===== src/rtl/run_detector.sv =====
// -----------------------------------------------------------------------------
// run_detector
//
// Tracks the length of the current run of identical serial bits on w and
// flags when that run reaches RUN_LEN. Bits are consumed only on clock edges
// where En=1. Mode selects which run polarity may raise z, or masks detection.
// rise pulses for one cycle on every 0->1 transition of z.
//
// Parameters:
//   RUN_LEN  run length that triggers detection (1 .. 2**CNT_W-1)
//   CNT_W    width of the saturating run-length counter
//   EVT_W    width of the detection event counter (optional feature only)
//
// Optional feature:
//   RUNDET_EVT_CNT_EN  when defined, adds the evt_cnt port, a wrapping count
//                      of rise pulses.
//
// Ports:
//   Clock    in   1      system clock, all state updates on posedge
//   Resetn   in   1      synchronous active-low reset
//   En       in   1      sample strobe for w
//   w        in   1      serial data bit
//   Mode     in   2      00 ones or zeros, 01 ones only, 10 zeros only,
//                        11 detection masked
//   z        out  1      run detected (level)
//   z_val    out  1      bit value of the current run (0 before first sample)
//   run_cnt  out  CNT_W  current run length, saturating
//   rise     out  1      one-cycle pulse on z 0->1
//   evt_cnt  out  EVT_W  detection count (RUNDET_EVT_CNT_EN only)
// -----------------------------------------------------------------------------
module run_detector #(
  parameter int RUN_LEN = 4,
  parameter int CNT_W   = 4,
  parameter int EVT_W   = 8
) (
  input  logic             Clock,
  input  logic             Resetn,
  input  logic             En,
  input  logic             w,
  input  logic [1:0]       Mode,
  output logic             z,
  output logic             z_val,
  output logic [CNT_W-1:0] run_cnt,
  output logic             rise
`ifdef RUNDET_EVT_CNT_EN
  ,
  output logic [EVT_W-1:0] evt_cnt
`endif
);

  // Reject configurations the counter cannot represent.
  generate
    if (RUN_LEN < 1 || RUN_LEN > (2 ** CNT_W) - 1 || EVT_W < 1) begin : g_bad_cfg
      $error("run_detector: RUN_LEN=%0d outside 1..%0d for CNT_W=%0d, or EVT_W<1",
             RUN_LEN, (2 ** CNT_W) - 1, CNT_W);
    end
  endgenerate

  localparam logic ST_EMPTY = 1'b0;  // nothing sampled since reset
  localparam logic ST_RUN   = 1'b1;  // last holds the current run value

  localparam logic [CNT_W-1:0] CNT_MAX    = '1;
  localparam logic [CNT_W-1:0] RUN_THRESH = CNT_W'(RUN_LEN);

  logic             state;
  logic             last;
  logic [CNT_W-1:0] cnt;
  logic             z_q;
  logic             mode_ok;

  // NOTE: every signal written in always_comb gets a default first, so no
  // path through the block can leave it unassigned and infer a latch.
  always_comb begin
    mode_ok = 1'b0;
    unique case (Mode)
      2'b00:   mode_ok = 1'b1;
      2'b01:   mode_ok = last;
      2'b10:   mode_ok = ~last;
      default: mode_ok = 1'b0;
    endcase
  end

  // Mode is deliberately unregistered: a mode change moves z in the same cycle.
  assign z       = (state == ST_RUN) && (cnt >= RUN_THRESH) && mode_ok;
  assign rise    = z && !z_q;
  assign z_val   = last;
  assign run_cnt = cnt;

  // NOTE: sequential state uses non-blocking assignments so every register
  // samples pre-edge values, independent of statement order.
  always_ff @(posedge Clock) begin
    if (!Resetn) begin
      state <= ST_EMPTY;
      last  <= 1'b0;
      cnt   <= '0;
      z_q   <= 1'b0;
    end else begin
      // z_q tracks z on every edge so a Mode-induced assertion still pulses rise.
      z_q <= z;
      if (En) begin
        if (state == ST_EMPTY || w != last) begin
          // A fresh run already contains the bit just sampled.
          state <= ST_RUN;
          last  <= w;
          cnt   <= CNT_W'(1);
        end else if (cnt != CNT_MAX) begin
          cnt <= cnt + CNT_W'(1);
        end
      end
    end
  end

`ifdef RUNDET_EVT_CNT_EN
  // Counts rise pulses regardless of En; wraps naturally modulo 2**EVT_W.
  always_ff @(posedge Clock) begin
    if (!Resetn) begin
      evt_cnt <= '0;
    end else if (rise) begin
      evt_cnt <= evt_cnt + EVT_W'(1);
    end
  end
`endif

endmodule


===== config.mk =====
export PLATFORM = sky130hd
export DESIGN_NAME = run_detector
export DESIGN_NICKNAME = d
export VERILOG_FILES = /design/src/rtl/run_detector.sv
export SDC_FILE = /design/constraint.sdc
export NUM_CORES = 1
export LEC_CHECK = 0
export CAP_MARGIN = 20
export CORE_AREA = 4 4 41 43
export CTS_CLUSTER_DIAMETER = 150
export CTS_CLUSTER_SIZE = 25
export DETAILED_ROUTE_END_ITERATION = 12
export DIE_AREA = 0 0 45 47
export HOLD_SLACK_MARGIN = 0.05
export PLACE_DENSITY = 0.6
export SYNTH_ARGS = -nofsm -noshare
export SYNTH_HDL_FRONTEND = slang
export SYNTH_SLANG_ARGS = --single-unit

===== constraint.sdc =====
create_clock -name Clock -period 2.1 [get_ports Clock]
set_input_delay 0.21 -clock Clock [delete_from_list [all_inputs] [get_ports Clock]]
set_output_delay 0.21 -clock Clock [all_outputs]
set_load 0.1 [all_outputs]

==> flow_summary.toml, run 1 <==
[outcome]
outcome = "finished clean"

[routing]
drt_iter0_drc = 5
dr.pass1.iters = 4
ant_nets = 0
drt-total-wl_um = 863
wire_per_inst_um = 12.69
avgViaCountPerCell = 5.044
drc = 0
via_count = 343

[clock_network]
cts_setup_buffers = 0
cts_tree = "built"
cts_hold_buf = 0
insertion_delay_ns = 0.25
cts-htree-levels = 1
cts_buffers = 3
clkTransAtPathRegs_ns = 0.05
clock_path_buffers = 2
cts_resized = 0
cts.sinks = 7
cts_root_buf = "clkbuf_4"

[worst_setup_path]
reg2reg_depth = 4
path_max_fanout = 6
reg2reg_slack_ns = 0.75
reg2reg_from = "run_cnt[0]"
cp-end-kind = "primary output"
crit_required_ns = 1.89
startpoint_type = "flop"
crit_arrival_ns = 1.53
critical_path_class = "reg -> out"
r2r-end = "run_cnt[0]"

[global_routing]
grt_usage_pct = 11.10
antenna_found_initial = 0
grt_pass1_wl_um = 1566
grt_pass1_vias = 343
grt-ovfl-total = 0
grt_max_degree = 10

[yosys]
synth_nets = 45
ys_types = 24
syn_inst = 38
synth_area_um2 = 354.1
synth_edf_count = 0
synth_warnings = 0
synth-seq-cells = 7
synthFlopType = "dfxtp_1"
ys_seq_area_share_pct = 39.58
ys_async_sr_fraction_pct = 0
avgSynthCellArea_um2 = 9.318

[timing]
hold_viol_final = 0
final_max_slew_viol_count = 0
maxSlewHeadroom_pct = 78.04
clock.fmax_mhz = 575.8
tightestPinTransition_ns = 0.3271
fin_crit_sh_pct = 82.70
fin_skew_ns = 0.003018
setup_slack_ns = 0.3633
setup_viol = 0
rsz0062_at_grt = "no"
period_needed_ns = 1.737

[floorplanning]
die_y_um = 47
fp.dieW_um = 45
die_area_mm2 = 0.002115
rows = 13
pin_count = 13
initial_core_util_pct = 27.21
core_area_mm2 = 0.001301

[layout]
area_delta_synth_final_pct = 57.95
antenna_cells = 0
layout_common_cells = "5 x clkdlybuf4s50_1, 5 x buf_4, 4 x dfxtp_1"
fin_nets = 61
drive_gt1_share_pct = 32.08
fillCellCount = 134

[flow_run]
maxCapViolations = 0

[pwr]
peakVddDrop_mv = 0.2740
power.leakage_nw = 0.2182
power.density_mw_per_mm2 = 602.9
power_mw = 0.3372

[worst_hold_path]
whs_path_depth = 2
hold_path.class = "reg -> reg"
holdPathEnd = "run_cnt[1]"
hp-start = "run_cnt[1]"

[placement]
io_buffers = 12
gp_congestion = 0.6658
dp_slack_ns = 0.4733
dp_hpwl_um = 617.9
==> area by class of cell <==
class / count / area (um2) / share of cell area (%)
sequential: 7 / 151.4 / 27.07
timing repair buffer: 12 / 127.6 / 22.82
inverter: 1 / 3.754 / 0.6711
clock buffer: 4 / 26.28 / 4.698
multi-input combinational: 29 / 231.5 / 41.39
tap: 15 / 18.77 / 3.356
==> report_power, final <==
| part | switching, mW | internal [mW] |
|---|---|---|
| Sequential | 0.00934 | 0.135 |
| Combinational | 0.0447 | 0.0239 |
| Clock | 0.0512 | 0.0726 |
| Total | 0.105 | 0.232 |
==> metrics by stage <==
stage / hold WS, ns / instances / util, % / cell area (um2) / setup TNS [ns]
floorplan: 0.3163 / 38 / - / 391.6 / -0.3615
global placement: 0.5248 / 64 / 40.96 / 533.0 / 0
detailed placement: 0.5185 / 64 / 40.96 / 533.0 / 0
CTS: 0.5287 / 68 / 42.98 / 559.3 / 0
global route: 0.5685 / 68 / 42.98 / 559.3 / 0
finish: 0.5301 / 68 / 42.98 / 559.3 / 0
==> cell usage after synthesis, drive strengths merged, types with 2 or more instances <==
cell type,n,area (um2)
a21oi,2,10.01
nor2b,4,25.02
a31oi,2,12.51
dfxtp,7,140.1
nand2,3,11.26
and2,2,12.51
==> cell families after synthesis <==
| family | synth area share (%) |
|---|---|
| DFF | 39.57 |
| AOI/OAI and AO/OA | 25.44 |
| and+or+nand+nor | 23.67 |
| adders and majority gates | 3.533 |
| buffers and inverters | 2.471 |
| xor gates and xnor gates | 2.474 |
| muxes | 2.827 |
==> critical path: stages, from the launching register on <==
cell and delay (ns):
dfxtp_1 0.46, o21ai_4 0.10, a211oi_4 0.30, nor2b_4 0.22, buf_12 0.18
==> flip-flops by register name, summed over array words and instances (netlist names) <==
name,count
run_cnt,4
state,1
z_q,1
z_val,1
==> worst max path at each step <==
stage,start,endpoint,slack (ns),cells past startpoint
2_1_floorplan,run_cnt[3],rise,-0.36,3
3_3_place_gp,Mode[0],rise,0.52,5
5_1_grt,state,rise,0.25,4
6_report,state,rise,0.36,4
4_1_cts,state,rise,0.34,4
3_5_place_dp,Mode[1],rise,0.47,4
==> per-layer routing <==
layer	part of all wire [%]	GRT usage, %	vias to the layer above
li1	-	-	172
met1	44	13.10	152
met2	47	15.54	17
met3	8.2	6.130	2
met4	0.46	7.018	0
met5	0	0	-
(Power assumes the default switching activity.)
==> run 2, diff against run 1 <==
--- a/config.mk
+++ b/config.mk
@@ -12,7 +12,7 @@
 export DETAILED_ROUTE_END_ITERATION = 12
 export DIE_AREA = 0 0 45 47
 export HOLD_SLACK_MARGIN = 0.05
-export PLACE_DENSITY = 0.6
+export PLACE_DENSITY = 0.62
 export SYNTH_ARGS = -nofsm -noshare
 export SYNTH_HDL_FRONTEND = slang
 export SYNTH_SLANG_ARGS = --single-unit
==> constraint.sdc (replaced) <==
create_clock -name Clock -period 1.42 [get_ports Clock]
set_input_delay 0.142 -clock Clock [delete_from_list [all_inputs] [get_ports Clock]]
set_output_delay 0.142 -clock Clock [all_outputs]
set_load 0.1 [all_outputs]
==> run 2 against run 1 <==
Core utilization rose by 10 points. Non-clock buffer count is 7 higher. Register-to-register slack got worse by 0.67 ns. First-iteration DRC count fell by 20%. Cell count is 10% higher. Highest routed layer unchanged. Sequential power rose by 46%. Critical path type unchanged. Clock skew up 0.00082 ns. Global-route usage is 1.4 points higher. Via count is 6.1% higher. Largest cell class is now buffers. Setup slack lost 0.35 ns.
==> flow_summary.toml, run 2 (synthesis results as in run 1) <==
[worst_setup_path]
cp_slowest_cell = "dfxtp_4"
worstSetupStartpoint = "z_val"
path_cells = "nor2b_4 > a211oi_4 > nor2b_4 > buf_12"
reg2reg_depth = 4
max_stage_delay_ns = 0.37
crit_arrival_ns = 1.27
reg2reg_slack_ns = 0.08
reg2reg_from = "run_cnt[0]"
path_max_fanout = 3
cpMostUsedCell = "nor2b_4"
r2r-end = "run_cnt[0]"
critical_path_class = "reg -> out"
crit_required_ns = 1.28
cp-endpoint = "rise"
startpoint_type = "flop"
cp-end-kind = "primary output"

[layout]
drive_gt1_share_pct = 46.67
multi_input_area_um2 = 239.0
fin_nets = 68
regArea_um2 = 162.7
largest_reg_flops = 4
fillCellCount = 126
finalNonFillerCells = 75
area_delta_synth_final_pct = 95.76
layout_common_cells = "7 x buf_12, 7 x buf_4, 6 x dfxtp_4, 5 x clkdlybuf4s50_1"
antenna_cells = 0
fin_util_pct = 53.27

[global_routing]
grt_pass1_wl_um = 1780
grt-ovfl-total = 0
grt_usage_pct = 12.50
grt_max_degree = 8
grt_pass1_vias = 366
antenna_found_initial = 0

[pwr]
power_mw = 0.5412
p_sw_share_pct = 31.90
power.density_mw_per_mm2 = 780.8
combinationalPowerShare_pct = 25.0
peakVddDrop_mv = 0.4604
internal_power_mw = 0.3686
seq_power_share_pct = 39.2
power_frac_clock_pct = 35.7
power.leakage_nw = 0.2770
power.net_switching_mw = 0.1727

[timing]
tightestPinTransition_ns = 0.2801
maxSlewHeadroom_pct = 81.27
setup_viol = 0
fin_tns_setup_ns = 0
fin_skew_ns = 0.003836
rsz0062_at_grt = "yes"
worst_hold_slack_ns = 0.5416
fin_crit_sh_pct = 99.26
period_needed_ns = 1.410
clock.fmax_mhz = 709.5
hold_viol_final = 0
final_max_slew_viol_count = 0

[floorplanning]
core_area_mm2 = 0.001301
die_area_mm2 = 0.002115
fp.dieW_um = 45
die_y_um = 47
initial_core_util_pct = 27.21
pin_count = 13
rows = 13

[clock_network]
cts_root_buf = "clkbuf_4"
cts.sinks = 7
cts_buffers = 3
insertion_delay_ns = 0.26
cts-htree-levels = 1
cts_tree = "built"
clkTransAtPathRegs_ns = 0.06
clock_path_buffers = 2

[routing]
wire_per_inst_um = 13.73
drt-total-wl_um = 1030
via_count = 364
ant_nets = 0
avgViaCountPerCell = 4.853
dr.pass1.iters = 4
drc = 0
drt_iter0_drc = 4

[worst_hold_path]
hold_path.class = "in -> reg"

[placement]
gp_congestion = 0.7117
io_buffers = 12
dp_cells = 67
dp_hpwl_um = 692

[flow_run]
maxCapViolations = 0

[outcome]
outcome = "finished clean"
-- run 2: changes by cell type in the layout (fill, tap and decap cells not counted), sizes merged --
cell	delta
buf	+7
-- run 2: worst min-delay path by stage --
stage / slack (ns) / startpoint / to / cells past startpoint
6_report: 0.54 / Resetn / run_cnt[3] / 3
5_1_grt: 0.56 / run_cnt[1] / run_cnt[1] / 2
4_1_cts: 0.53 / Resetn / run_cnt[3] / 3
3_5_place_dp: 0.53 / run_cnt[1] / run_cnt[1] / 2
3_3_place_gp: 0.53 / run_cnt[1] / run_cnt[1] / 2
2_1_floorplan: 0.25 / Resetn / run_cnt[3] / 2
-- run 2: metrics by stage --
step	worst slack [ns]	instance area [um2]
final	0.01050	693.2
after global routing	-0.04467	693.2
after CTS	-0.008803	693.2
after detailed placement	-0.004290	625.6
after global placement	0.05266	625.6
after floorplan	-0.9729	399.1
-- run 2: worst max-delay path, delay by kind of cell, from the launching register on --
| kind | cells | cell delay [ns] |
|---|---|---|
| and+or+nand+nor | 2 | 0.24 |
| buffers and inverters | 1 | 0.18 |
| AOI/OAI and AO/OA | 1 | 0.21 |
| DFF | 1 | 0.37 |
-- run 2: layout make-up --
type                       count  share of cell area [%]
clock buffer                   4                   3.791
sequential                     7                   23.47
multi-input combinational     29                   34.48
inverter                       1                  0.5415
tap                           15                   2.708
timing repair buffer          19                   35.02
-- run 2: timing repair --
item / in CTS / in global routing
pin swaps: 1 / 0
gates resized for setup: 4 / 0
endpoints found under the setup margin: 2 / 1
setup buffers: 4 / 0
hold buffers: 0 / 0
-- run 2: layer usage --
| metal | routed length (um) | share of wire, % | GRT usage, % |
|---|---|---|---|
| met1 | 411 | 40 | 12.79 |
| met2 | 549 | 53 | 20.90 |
| met3 | 52 | 5.0 | 4.981 |
| met4 | 17 | 1.7 | 8.772 |
| met5 | 0 | 0 | 0 |
-- run 2: power groups by stage --
stage	combinational [mW]	clock, mW	sequential [mW]
2_1_floorplan	0.0299	0	0.256
3_3_place_gp	0.121	0	0.220
3_5_place_dp	0.124	0	0.220
4_1_cts	0.136	0.205	0.212
5_1_grt	0.142	0.213	0.214
6_report	0.135	0.193	0.212
==> run 3, diff against run 2 <==
--- a/config.mk
+++ b/config.mk
@@ -5,6 +5,7 @@
 export SDC_FILE = /design/constraint.sdc
 export NUM_CORES = 1
 export LEC_CHECK = 0
+export ABC_CLOCK_PERIOD_IN_PS = 1420
 export CAP_MARGIN = 20
 export CORE_AREA = 4 4 41 43
 export CTS_CLUSTER_DIAMETER = 150
==> constraint.sdc (replaced) <==
create_clock -name Clock -period 1.42 [get_ports Clock]
set_input_delay 0.213 -clock Clock [delete_from_list [all_inputs] [get_ports Clock]]
set_output_delay 0.213 -clock Clock [all_outputs]
set_load 0.1 [all_outputs]
==> run 3 against run 2 <==
The run now ends with setup timing left. Setup slack got worse by 0.063 ns. Register-to-register slack about the same. Combinational power about the same. Clock power decreased by 6%. Non-clock buffer count increased by 2. Sequential power about the same. Global-route usage decreased by 3.0 points. Cell area increased by 1.4%. Sequential cell count unchanged. Wire length decreased by 13%. First-iteration DRC count increased by 50%. Critical path type unchanged. Largest power group unchanged.
==> flow_summary.toml, run 3 (synthesis results as in run 1) <==
[worst_setup_path]
critical_path_class = "reg -> out"
reg2reg_from = "run_cnt[0]"
crit_required_ns = 1.21
path_max_fanout = 2
worstSetupStartpoint = "run_cnt[3]"
r2r-end = "run_cnt[0]"
cp-end-kind = "primary output"
reg2reg_slack_ns = 0.08
reg2reg_depth = 4
cp-endpoint = "rise"
startpoint_type = "flop"
crit_arrival_ns = 1.26

[clock_network]
cts_root_buf = "clkbuf_4"
clock_path_buffers = 2
cts_hold_buf = 0
insertion_delay_ns = 0.25
cts-htree-levels = 1
cts.sinks = 7
cts_buffers = 3
cts_tree = "built"
clkTransAtPathRegs_ns = 0.05

[routing]
ant_nets = 0
wl_met3_um = 47
met1Wirelength_um = 397
dr.pass1.iters = 3
via_count = 369
route.met2.wl_um = 451
avgViaCountPerCell = 4.792
drt-total-wl_um = 896
wire_per_inst_um = 11.64
drt_iter0_drc = 6
highest_layer = "met3"
drc = 0

[floorplanning]
core_area_mm2 = 0.001301
rows = 13
pin_count = 13
fp.dieW_um = 45
initial_core_util_pct = 27.21
die_area_mm2 = 0.002115
die_y_um = 47

[layout]
area_delta_synth_final_pct = 98.59
final_common_cell = "buf_4"
largest_reg_flops = 4
layout_common_cells = "9 x buf_4, 7 x buf_12, 5 x dfxtp_4"
drive_gt1_share_pct = 48.39
antenna_cells = 0
fin_nets = 70
fillCellCount = 120

[global_routing]
grt_pass1_vias = 331
grt-ovfl-total = 0
grt_pass1_wl_um = 1400
grt_max_degree = 8
grt_usage_pct = 9.501
antenna_found_initial = 0

[timing]
period_needed_ns = 1.472
fin_crit_sh_pct = 103.7
setup_slack_ns = -0.05233
maxSlewHeadroom_pct = 85.85
fin_skew_ns = 0.0004603
clock.fmax_mhz = 679.2
rsz0062_at_grt = "yes"
setup_viol = 2
final_max_slew_viol_count = 0
tightestPinTransition_ns = 0.2112
hold_viol_final = 0
worst_hold_slack_ns = 0.5322

[flow_run]
maxCapViolations = 0

[placement]
io_buffers = 12
dp_hpwl_um = 679.7
gp_congestion = 0.7204

[worst_hold_path]
hold_path.class = "reg -> reg"

[pwr]
power_mw = 0.5292
power.leakage_nw = 0.2893
power.density_mw_per_mm2 = 752.5
peakVddDrop_mv = 0.5317
combinationalPowerShare_pct = 25.5
power_frac_clock_pct = 34.2
power.net_switching_mw = 0.1591
p_sw_share_pct = 30.07
internal_power_mw = 0.3700
seq_power_share_pct = 40.3

[outcome]
outcome = "complete, but fails checks"
violations = "setup timing"
[run 3: cell count changes in the layout (fill, tap and decap cells not counted)]
cell             change
buf_4                +2
clkdlybuf4s50_1      -2
dlygate4sd2_1        +2
dfxtp_2              +1
dfxtp_4              -1
[run 3: worst max-delay path, stage by stage, from the launching register on]
cell	delay, ns
dfxtp_4	0.36
o21ai_4	0.06
a211oi_4	0.22
nor2b_4	0.19
buf_12	0.18
[run 3: layout make-up]
cell class | instances | area [um2] | share of cell area (%)
Sequential cell | 7 | 160.2 | 22.78
Tap cell | 15 | 18.77 | 2.669
Clock buffer | 4 | 26.28 | 3.737
Multi-Input combinational cell | 29 | 239.0 | 33.99
Timing Repair Buffer | 21 | 255.2 | 36.30
Inverter | 1 | 3.754 | 0.5338
[run 3: worst min path at each step]
| stage | startpoint | endpoint | cells after the start |
|---|---|---|---|
| floorplan | Resetn | run_cnt[3] | 2 |
| global placement | run_cnt[1] | run_cnt[1] | 2 |
| detailed placement | run_cnt[1] | run_cnt[1] | 2 |
| CTS | run_cnt[1] | run_cnt[1] | 2 |
| global route | run_cnt[1] | run_cnt[1] | 2 |
| finish | run_cnt[1] | run_cnt[1] | 2 |
[run 3: timing repair]
item	in CTS	in global routing
setup buffers	4	0
gates resized for setup	4	1
pin swaps	1	1
setup endpoints to repair	2	2
[run 3: routing by layer]
layer | GRT usage, % | vias up
li1 | - | 188
met1 | 11.21 | 174
met2 | 14.69 | 7
met3 | 3.831 | 0
met4 | 5.263 | 0
met5 | 0 | -
[run 3: power groups by stage]
stage / clock (mW) / sequential [mW] / combinational [mW]
final: 0.181 / 0.213 / 0.135
after global routing: 0.204 / 0.214 / 0.142
after CTS: 0.185 / 0.213 / 0.135
after detailed placement: 0 / 0.218 / 0.128
after global placement: 0 / 0.217 / 0.128
after floorplan: 0 / 0.256 / 0.0299
[run 3: through the flow]
stage / util (%) / std cells / instance area (um2) / setup slack, ns / setup TNS [ns]
after floorplan: - / 38 / 399.1 / -1.044 / -1.808
after global placement: 49.23 / 69 / 640.6 / -0.08711 / -0.1467
after detailed placement: 49.23 / 69 / 640.6 / -0.1051 / -0.1801
after CTS: 53.94 / 77 / 701.9 / -0.06315 / -0.08015
after global routing: 54.04 / 77 / 703.2 / -0.1104 / -0.1653
final: 54.04 / 77 / 703.2 / -0.05233 / -0.05776
